**src/rtl/mem_port_arbiter.sv**
```systemverilog
// Round-robin arbiter sharing one single-port 8-bit memory between two
// valid/ready requesters; one memory operation outstanding at a time.
module mem_port_arbiter #(
  parameter int RD_LATENCY = 1
) (
  input  logic       clock,
  input  logic       reset,
  input  logic       r0_valid,
  output logic       r0_ready,
  input  logic       r0_write,
  input  logic [7:0] r0_addr,
  input  logic [7:0] r0_wdata,
  output logic       r0_rvalid,
  output logic [7:0] r0_rdata,
  input  logic       r1_valid,
  output logic       r1_ready,
  input  logic       r1_write,
  input  logic [7:0] r1_addr,
  input  logic [7:0] r1_wdata,
  output logic       r1_rvalid,
  output logic [7:0] r1_rdata,
  output logic [7:0] mem_address,
  output logic       mem_chip_en,
  output logic       mem_read_write,
  output logic [7:0] mem_data_in,
  input  logic [7:0] mem_data_out
);

  // state   | meaning
  // IDLE    | arbitrate, grant at most one requester
  // ISSUE   | chip_en cycle for the captured operation
  // WAIT_RD | count down read latency, then deliver rdata
  typedef enum logic [1:0] {IDLE, ISSUE, WAIT_RD} state_t;

  state_t     state;
  logic       prio;
  logic       owner;
  logic [2:0] lat_cnt;
  logic       gnt0;
  logic       gnt1;
  logic       req_write;
  logic [7:0] req_addr;
  logic [7:0] req_wdata;

  always_comb begin
    gnt0 = 1'b0;
    gnt1 = 1'b0;
    if (state == IDLE && !reset) begin
      if (r0_valid && (!r1_valid || !prio)) gnt0 = 1'b1;
      else if (r1_valid)                    gnt1 = 1'b1;
    end
  end

  assign r0_ready  = gnt0;
  assign r1_ready  = gnt1;
  assign req_write = gnt1 ? r1_write : r0_write;
  assign req_addr  = gnt1 ? r1_addr  : r0_addr;
  assign req_wdata = gnt1 ? r1_wdata : r0_wdata;

  // The memory bus registers double as the captured request.
  always_ff @(posedge clock) begin
    if (reset) begin
      state          <= IDLE;
      prio           <= 1'b0;
      owner          <= 1'b0;
      lat_cnt        <= 3'd0;
      mem_address    <= 8'h00;
      mem_chip_en    <= 1'b0;
      mem_read_write <= 1'b0;
      mem_data_in    <= 8'h00;
      r0_rvalid      <= 1'b0;
      r0_rdata       <= 8'h00;
      r1_rvalid      <= 1'b0;
      r1_rdata       <= 8'h00;
    end else begin
      r0_rvalid <= 1'b0;
      r1_rvalid <= 1'b0;
      case (state)
        IDLE: begin
          if (gnt0 || gnt1) begin
            owner          <= gnt1;
            prio           <= gnt0;
            mem_chip_en    <= 1'b1;
            mem_address    <= req_addr;
            mem_read_write <= req_write;
            mem_data_in    <= req_wdata;
            state          <= ISSUE;
          end
        end
        ISSUE: begin
          mem_chip_en    <= 1'b0;
          mem_read_write <= 1'b0;
          if (mem_read_write) begin
            state <= IDLE;
          end else begin
            lat_cnt <= 3'(RD_LATENCY);
            state   <= WAIT_RD;
          end
        end
        WAIT_RD: begin
          lat_cnt <= lat_cnt - 3'd1;
          if (lat_cnt == 3'd1) begin
            if (owner) begin
              r1_rdata  <= mem_data_out;
              r1_rvalid <= 1'b1;
            end else begin
              r0_rdata  <= mem_data_out;
              r0_rvalid <= 1'b1;
            end
            state <= IDLE;
          end
        end
        default: state <= IDLE;
      endcase
    end
  end

endmodule

```
**config.mk**
```make
export PLATFORM = sky130hd
export DESIGN_NAME = mem_port_arbiter
export DESIGN_NICKNAME = d
export VERILOG_FILES = /design/src/rtl/mem_port_arbiter.sv
export SDC_FILE = /design/constraint.sdc
export NUM_CORES = 1
export LEC_CHECK = 0
export CORE_MARGIN = 5
export CORE_UTILIZATION = 39
export DETAILED_ROUTE_END_ITERATION = 8
export HOLD_SLACK_MARGIN = 0.15
export PLACE_DENSITY = 0.83
export RECOVER_POWER = 100
export SLEW_MARGIN = 0
export SYNTH_ARGS = -nofsm -noshare
export SYNTH_HDL_FRONTEND = slang
export SYNTH_SLANG_ARGS = --single-unit
```
**constraint.sdc**
```tcl
create_clock -name clock -period 1.61 [get_ports clock]
set_clock_uncertainty 0.1 [all_clocks]
set_input_delay 0.322 -clock clock [delete_from_list [all_inputs] [get_ports clock]]
set_output_delay 0.322 -clock clock [all_outputs]
set_load 0.05 [all_outputs]
```
==> results.md <==
- Die Height: 83.77 um
- Final period utilization: 116.2%
- TritonCTS clock tree: built
- Async SR Flop Fraction: 0%
- Core Region: 0.005205 sq mm
- Cell taking the most area after synthesis: dfxtp_1
- CP Buf/Inv Count: 1
- Port bufs: 83
- Final nets: 365
- Remaining Overflow, GRT: 0
- Maximum clock frequency: between 500 and 600 MHz
- Final Power: 3.203 mW
- Worst-skew pair later-pin latency: 290 ps
- Worst setup path class: register to primary output
- Fillers: 409
- Power Density: ~980 mW/mm^2
- Share of the synthesized area in the top cell type: around two fifths
- Synth Flop Type: dfxtp_1
- Initial antenna violation count: 0
- Max Root-Sink Buffers: 2
- Final hold violations: 0
- Synthesized instance count: roughly 230
- CP endpoint kind: primary output
- Final wirelength: 7.030 mm
- Boundary Pins: between 80 and 90
- Failing checks: negative setup slack
- Die Area: approximately 0.007 sq mm
- Crit path time final: 1870 ps
- CP Launch Type: register
- Finished Layout Cells: 388
- Commonest cells post-synth: dfxtp_1 (43), a21oi_1 (37), o21ai_0 (18)
- Clk Tree Root Cell: clkbuf_8
- Worst hold start: r0_rdata[0]
- Max Cap Viol: 0
- Synth area leaders: dfxtp_1 (41%), a21oi_1 (8.7%), a311oi_1 (7.0%)
- Leak: between 1 and 1.5 nW
- Worst-path fanout max: 4
- Worst Max-Slew Pin Slew: around 540 ps
- Starting density of the core: 40.77%
- CP max stage cell: or3b_4
- 1st-iter DRT viols: 105
- RSZ-0062 raised after global routing: true
- Vias in the first global route: ~2300
- Final setup viols: 31
- Routed len/inst: 18.12 um
- Number of nets still failing antenna checks after routing: 0
- CP arrival: 1450 ps
- Die Span X: approximately 84 um
- Post-Syn Area: 0.002122 sq mm
- Reg2Reg Launch Point: state[0]
- Post-synth EDFFs: 0
- Max H-tree Level: 2
- CP startpoint: state[1]
- Final hold slack: 379.8 ps
- Diode count: 0
- Global placer's final weighted congestion: 0.7725
- Pin count of the biggest net entering global routing: 28
- Sequential area share after synthesis: 40.57%
- Final Max Slew Viols: 0
- Count leader, synth: dfxtp_1
- Initial DRT Pass Iterations: 4
- Row count: 26
- Max VDD drop: 0.5553 mV
- Worst path cell trace: or3b_4 > a211oi_4 > buf_12
- Global-route wire length before repair: 11.31 mm
- Clk pin slew, worst setup/hold paths: approximately 80 ps
- Cells after DPL: 378
- Largest delay share family, worst path: simple AND/OR/NAND/NOR gates
- Synthesis-to-finish area growth: 54.78%
- Worst hold path type: register to register
- Status: finished with violations
- DP Wirelength: roughly 4.7 mm
- Residual DRC: 0
- DR vias: 2220
- Register area: 865.8 sq um
- Syn_nets: between 200 and 300
- Area occupied by multi-input gates: between 0.001 and 0.0015 sq mm
- Netlist cell types: 40
- Slew HR: 64.17%
- GRT Overall Usage: 19.84%
- Fin worst setup slack: -260.2 ps
- Clock buffer count from CTS: 5
- Share of cells above drive strength 1: about a third
- Synth Area per Inst: 9.267 sq um
- Req. time, crit path: 1190 ps
- FF+latch count, synth: 43
- Worst stage delay on the critical path: 410 ps
- Post-DR vias/cell: 5.722
- # clock sinks: 43
- Ys Warns: 0
## cells by family (layout without fill, tap and decap cells)
logic type	count (synthesis)	in the layout	synth area share, %
xor gates and xnor gates	1	1	0.4128
AOI/OAI and AO/OA	96	96	31.19
adders and majority gates	2	2	1.179
DFF	43	43	40.57
buffers and inverters	35	124	9.139
and+or+nand+nor	52	52	17.51
## cell usage in the layout (no fill, tap or decap), types with 4 or more instances in the layout
cell type	netlist	routed
buf_12	1	7
clkdlybuf4s50_1	0	42
a21oi_1	37	37
nand3_1	16	16
dlymetal6s2s_1	0	6
clkbuf_2	0	32
buf_4	1	18
inv_1	6	6
o31ai_4	1	4
o21ai_0	18	18
nand4b_1	17	17
clkbuf_8	0	5
dfxtp_1	43	41
o31ai_2	7	13
a311oi_1	17	15
## flip-flops by register name, indices dropped and copies added, names as in the netlist
name            flops
owner               1
mem_read_write      1
r1_rvalid           1
state               2
mem_address         8
prio                1
mem_chip_en         1
r0_rvalid           1
mem_data_in         8
lat_cnt             3
r1_rdata            8
r0_rdata            8
## per-stage QoR
stage          worst slack (ps)  util [%]  TNS, ps  instance area (sq um)
2_1_floorplan            -307.4         -   -603.6                   2146
3_3_place_gp             -463.5     67.16    -8387                   3496
5_1_grt                  -312.7     63.10    -4398                   3284
4_1_cts                  -329.6     71.63   -723.9                   3729
6_report                 -260.2     63.10   -883.9                   3284
3_5_place_dp             -520.7     67.16    -9889                   3496
## worst paths after layout
kind	slack [ps]	to	cells past startpoint
worst max-delay path	-260	r0_ready	3
worst min-delay path	380	r0_rdata[0]	2
worst max register to register	-40	r1_rdata[6]	6
worst min register to register	380	r0_rdata[0]	2
## worst reg2reg max path, delay by kind of cell, from the launching register on
family / cells / cell delay (ps)
buffers and inverters: 3 / 560
AOI/OAI and AO/OA: 2 / 320
DFF: 1 / 360
and+or+nand+nor: 1 / 200
## per-layer routing
layer	global-route usage [%]	share of wire [%]	vias to the layer above
met5	0	0	-
met4	8.626	2.5	0
met3	6.120	7.5	16
met2	35.57	53	82
met1	21.29	37	1070
li1	-	-	1052
## repair_timing
item,in CTS,in global routing
hold buffers,0,0
gates cloned,0,0
resized for setup,22,13
pin swaps,8,10
setup endpoints to repair,20,21
setup buffers,2,0
## area by class of cell
type	instances	area share, %
Clock buffer	6	2.210
Sequential cell	43	26.36
Timing Repair Buffer	110	29.71
Tap cell	70	2.667
Clock inverter	2	1.829
Inverter	6	0.6857
Multi-Input combinational cell	151	36.53
## power breakdown
group          switching [mW]  internal [mW]
Clock                   0.359          0.620
Combinational           0.604          0.423
Sequential             0.0576           1.14
No activity file was read; power rests on OpenSTA's default activity.
==> RTL change (same settings) <==
Encoding of `state_t`: now one-hot (3 bits for 3 states).
--- a/src/rtl/mem_port_arbiter.sv
+++ b/src/rtl/mem_port_arbiter.sv
@@ -30,7 +30,7 @@
   // IDLE    | arbitrate, grant at most one requester
   // ISSUE   | chip_en cycle for the captured operation
   // WAIT_RD | count down read latency, then deliver rdata
-  typedef enum logic [1:0] {IDLE, ISSUE, WAIT_RD} state_t;
+  typedef enum logic [2:0] {IDLE = 3'b001, ISSUE = 3'b010, WAIT_RD = 3'b100} state_t;
 
   state_t     state;
   logic       prio;
Function: no difference found for any inputs over 10 cycles, from zero or initial values and one cycle with reset high; not proved beyond that.
==> RTL change against the unedited design <==
Sequential cell count increased by 1; largest cell class unchanged; the flow still finishes with violations (setup timing); area after synthesis fell by 0.94%; hold slack got worse by 0.012 ns; critical path depth unchanged; cell count rose by 5.4%; setup slack worse by 0.064 ns; routed wire length rose by 14%; total power fell by 1.9%; sequential share of layout area fell by 1.0 points; core utilization rose by 4.7 points; final area rose by 6.8%; critical endpoint unchanged.
==> RTL change: results (changes against the unedited design) <==
clock_network:
  cts.clk_slew.worst_paths_ns: 0.09
  worstSkewPairLatency_ns: 0.31  # was 0.29 ns
  clockBufferDepth: 2  # unchanged
  root_buffer: "clkbuf_8"  # unchanged
  htree_levels: 2  # unchanged
  numCtsBuffers: 5  # unchanged
synthesis:
  yosysWarnings: 0  # unchanged
  synthTopCellsByArea: "dfxtp_1 42%, o41ai_2 7.0%, mux2i_1 3.8%"  # was dfxtp_1 41%, a21oi_1 8.7%, a311oi_1 7.0%
  async_flop_share: 0  # unchanged
  seq_area_frac_synth: 0.419  # was 0.406
  synthFlopType: "dfxtp_1"  # unchanged
  syn_inst: 220  # was 229
  ys_types: 45  # was 40
  synth_common_cells: "44 x dfxtp_1, 12 x nand3_1, 11 x o21ai_0"  # was 43 x dfxtp_1, 37 x a21oi_1, 18 x o21ai_0
  syn_nets: 268  # was 277
place:
  postPlaceCellArea_um2: 3680  # was 3500 um^2
  hpwl_mm: 5.20  # was 4.75 mm
  place_inst: 394  # was 378
  portBuffers: 83  # unchanged
  gp_congestion: 0.848  # was 0.773
grt:
  grt_pass1_vias: 2372  # was 2,253
  grt_start_max_net_pins: 17  # was 28
  grt_pass1_wl_mm: 11.9  # was 11.3 mm
  antenna_found_initial: 0  # unchanged
  grt_usage: 0.207  # was 0.198
power_and_ir_drop:
  leakage_nw: 1.48  # was 1.28 nW
  peakVddDrop_mv: 0.669  # was 0.555 mV
setup_path:
  r2r_slack_ns: -0.25  # was -0.04 ns
  crit_fanout: 2  # was 4
  r2r-start: "state[1]"  # was state[0]
  arrival_ns: 1.51  # was 1.45 ns
  r2r-end: "mem_address[0]"  # was r1_rdata[6]
  reg2reg_depth: 5  # was 6
detailed_routing:
  drc: 0  # unchanged
  dr.pass1.iters: 4  # unchanged
  drtIter0Drc: 142  # was 105
  finalWirelength_mm: 8.00  # was 7.03 mm
  viasPerCell: 5.62  # was 5.72
  wire_per_inst_um: 19.6  # was 18.1 um
cells_and_area:
  final_nets: 386  # was 365
  drive_gt1_frac: 0.395  # was 0.318
  diodes: 0  # unchanged
  fillers: 352  # was 409
outcome:
  violations: "setup timing"  # unchanged
  status: "finished, violations left"  # unchanged
hold_path:
  worstHoldStart: "r1_rdata[5]"  # was r0_rdata[0]
  hp-class: "reg2reg"  # unchanged
  min_to: "r1_rdata[5]"  # was r0_rdata[0]
  holdPathStages: 2  # unchanged
timing:
  worstMarginPinSlew_ns: 0.512  # was 0.537 ns
  fin_ws_ns: -0.324  # was -0.260 ns
  finalSetupViolations: 30  # was 31
## RTL change: changes by cell type after synthesis, moves of 8 or more
| cell | delta |
|---|---|
| a31o_1 | +8 |
| a31oi_1 | +10 |
| nand2b_1 | +9 |
| a311oi_1 | -10 |
| buf_2 | -9 |
| a21oi_1 | -29 |
| mux2i_1 | +8 |
| nand4b_1 | -17 |
| o41ai_2 | +9 |
| nand2_1 | +8 |
## RTL change: final cells by class
cell class	count	area (um^2)	area share
multi-input combinational	151	1260	0.359
tap	70	87.6	0.0250
timing repair buffer	131	1130	0.321
sequential	44	888	0.253
clock buffer	8	121	0.0346
inverter	5	23.8	0.00678
## RTL change: worst max-delay path by stage
stage	slack, ns	from	cells past startpoint	endpoint
6_report	-0.32	state[1]	3	r0_ready
5_1_grt	-0.38	state[1]	5	r1_ready
4_1_cts	-0.32	state[1]	3	r0_ready
3_5_place_dp	-0.62	reset	5	mem_address[4]
3_3_place_gp	-0.58	reset	5	mem_address[5]
2_1_floorplan	-0.24	state[2]	4	r0_ready
## RTL change: metal layers
metal,vias up,track usage,share of wire
li1,1075,-,-
met1,1100,0.231,0.37
met2,100,0.380,0.53
met3,25,0.0525,0.061
met4,0,0.0731,0.030
met5,-,0,0
## RTL change: per-stage QoR
step,hold WS [ns],setup WS [ns],total power [W],setup TNS [ns],util
floorplan,0.358,-0.235,0.00174,-2.07,-
global route,0.396,-0.382,0.00323,-6.37,0.678
global placement,0.382,-0.580,0.00228,-13.54,0.712
detailed placement,0.396,-0.623,0.00231,-15.14,0.712
CTS,0.407,-0.317,0.00320,-3.97,0.749
finish,0.368,-0.324,0.00314,-4.68,0.678
## RTL change: what timing repair did
action | 4_1_cts | 5_1_grt
cloned | 0 | 1
setup endpoints to repair | 32 | 40
pin swaps | 4 | 3
resized for setup | 10 | 28
setup buffers | 4 | 2
## RTL change: logic make-up (layout without fill, tap and decap cells)
group           Yosys count  in the layout  synth area share
simple gates             70             71             0.198
buf+inv                  26            144            0.0619
xor+xnor                  1              1           0.00417
mux                       8              8            0.0381
fa+ha+maj                 2              2            0.0119
flops                    44             44             0.419
compound gates           69             69             0.267
## RTL change: power breakdown
group	switching (W)	internal, W
Combinational	0.000589	0.000435
Sequential	0.0000521	0.00116
Clock	0.000422	0.000486
## RTL change: critical path, stage by stage (launching register included)
cell,delay [ns]
dfxtp_4,0.35
or4b_4,0.55
nor2_4,0.14
buf_12,0.15
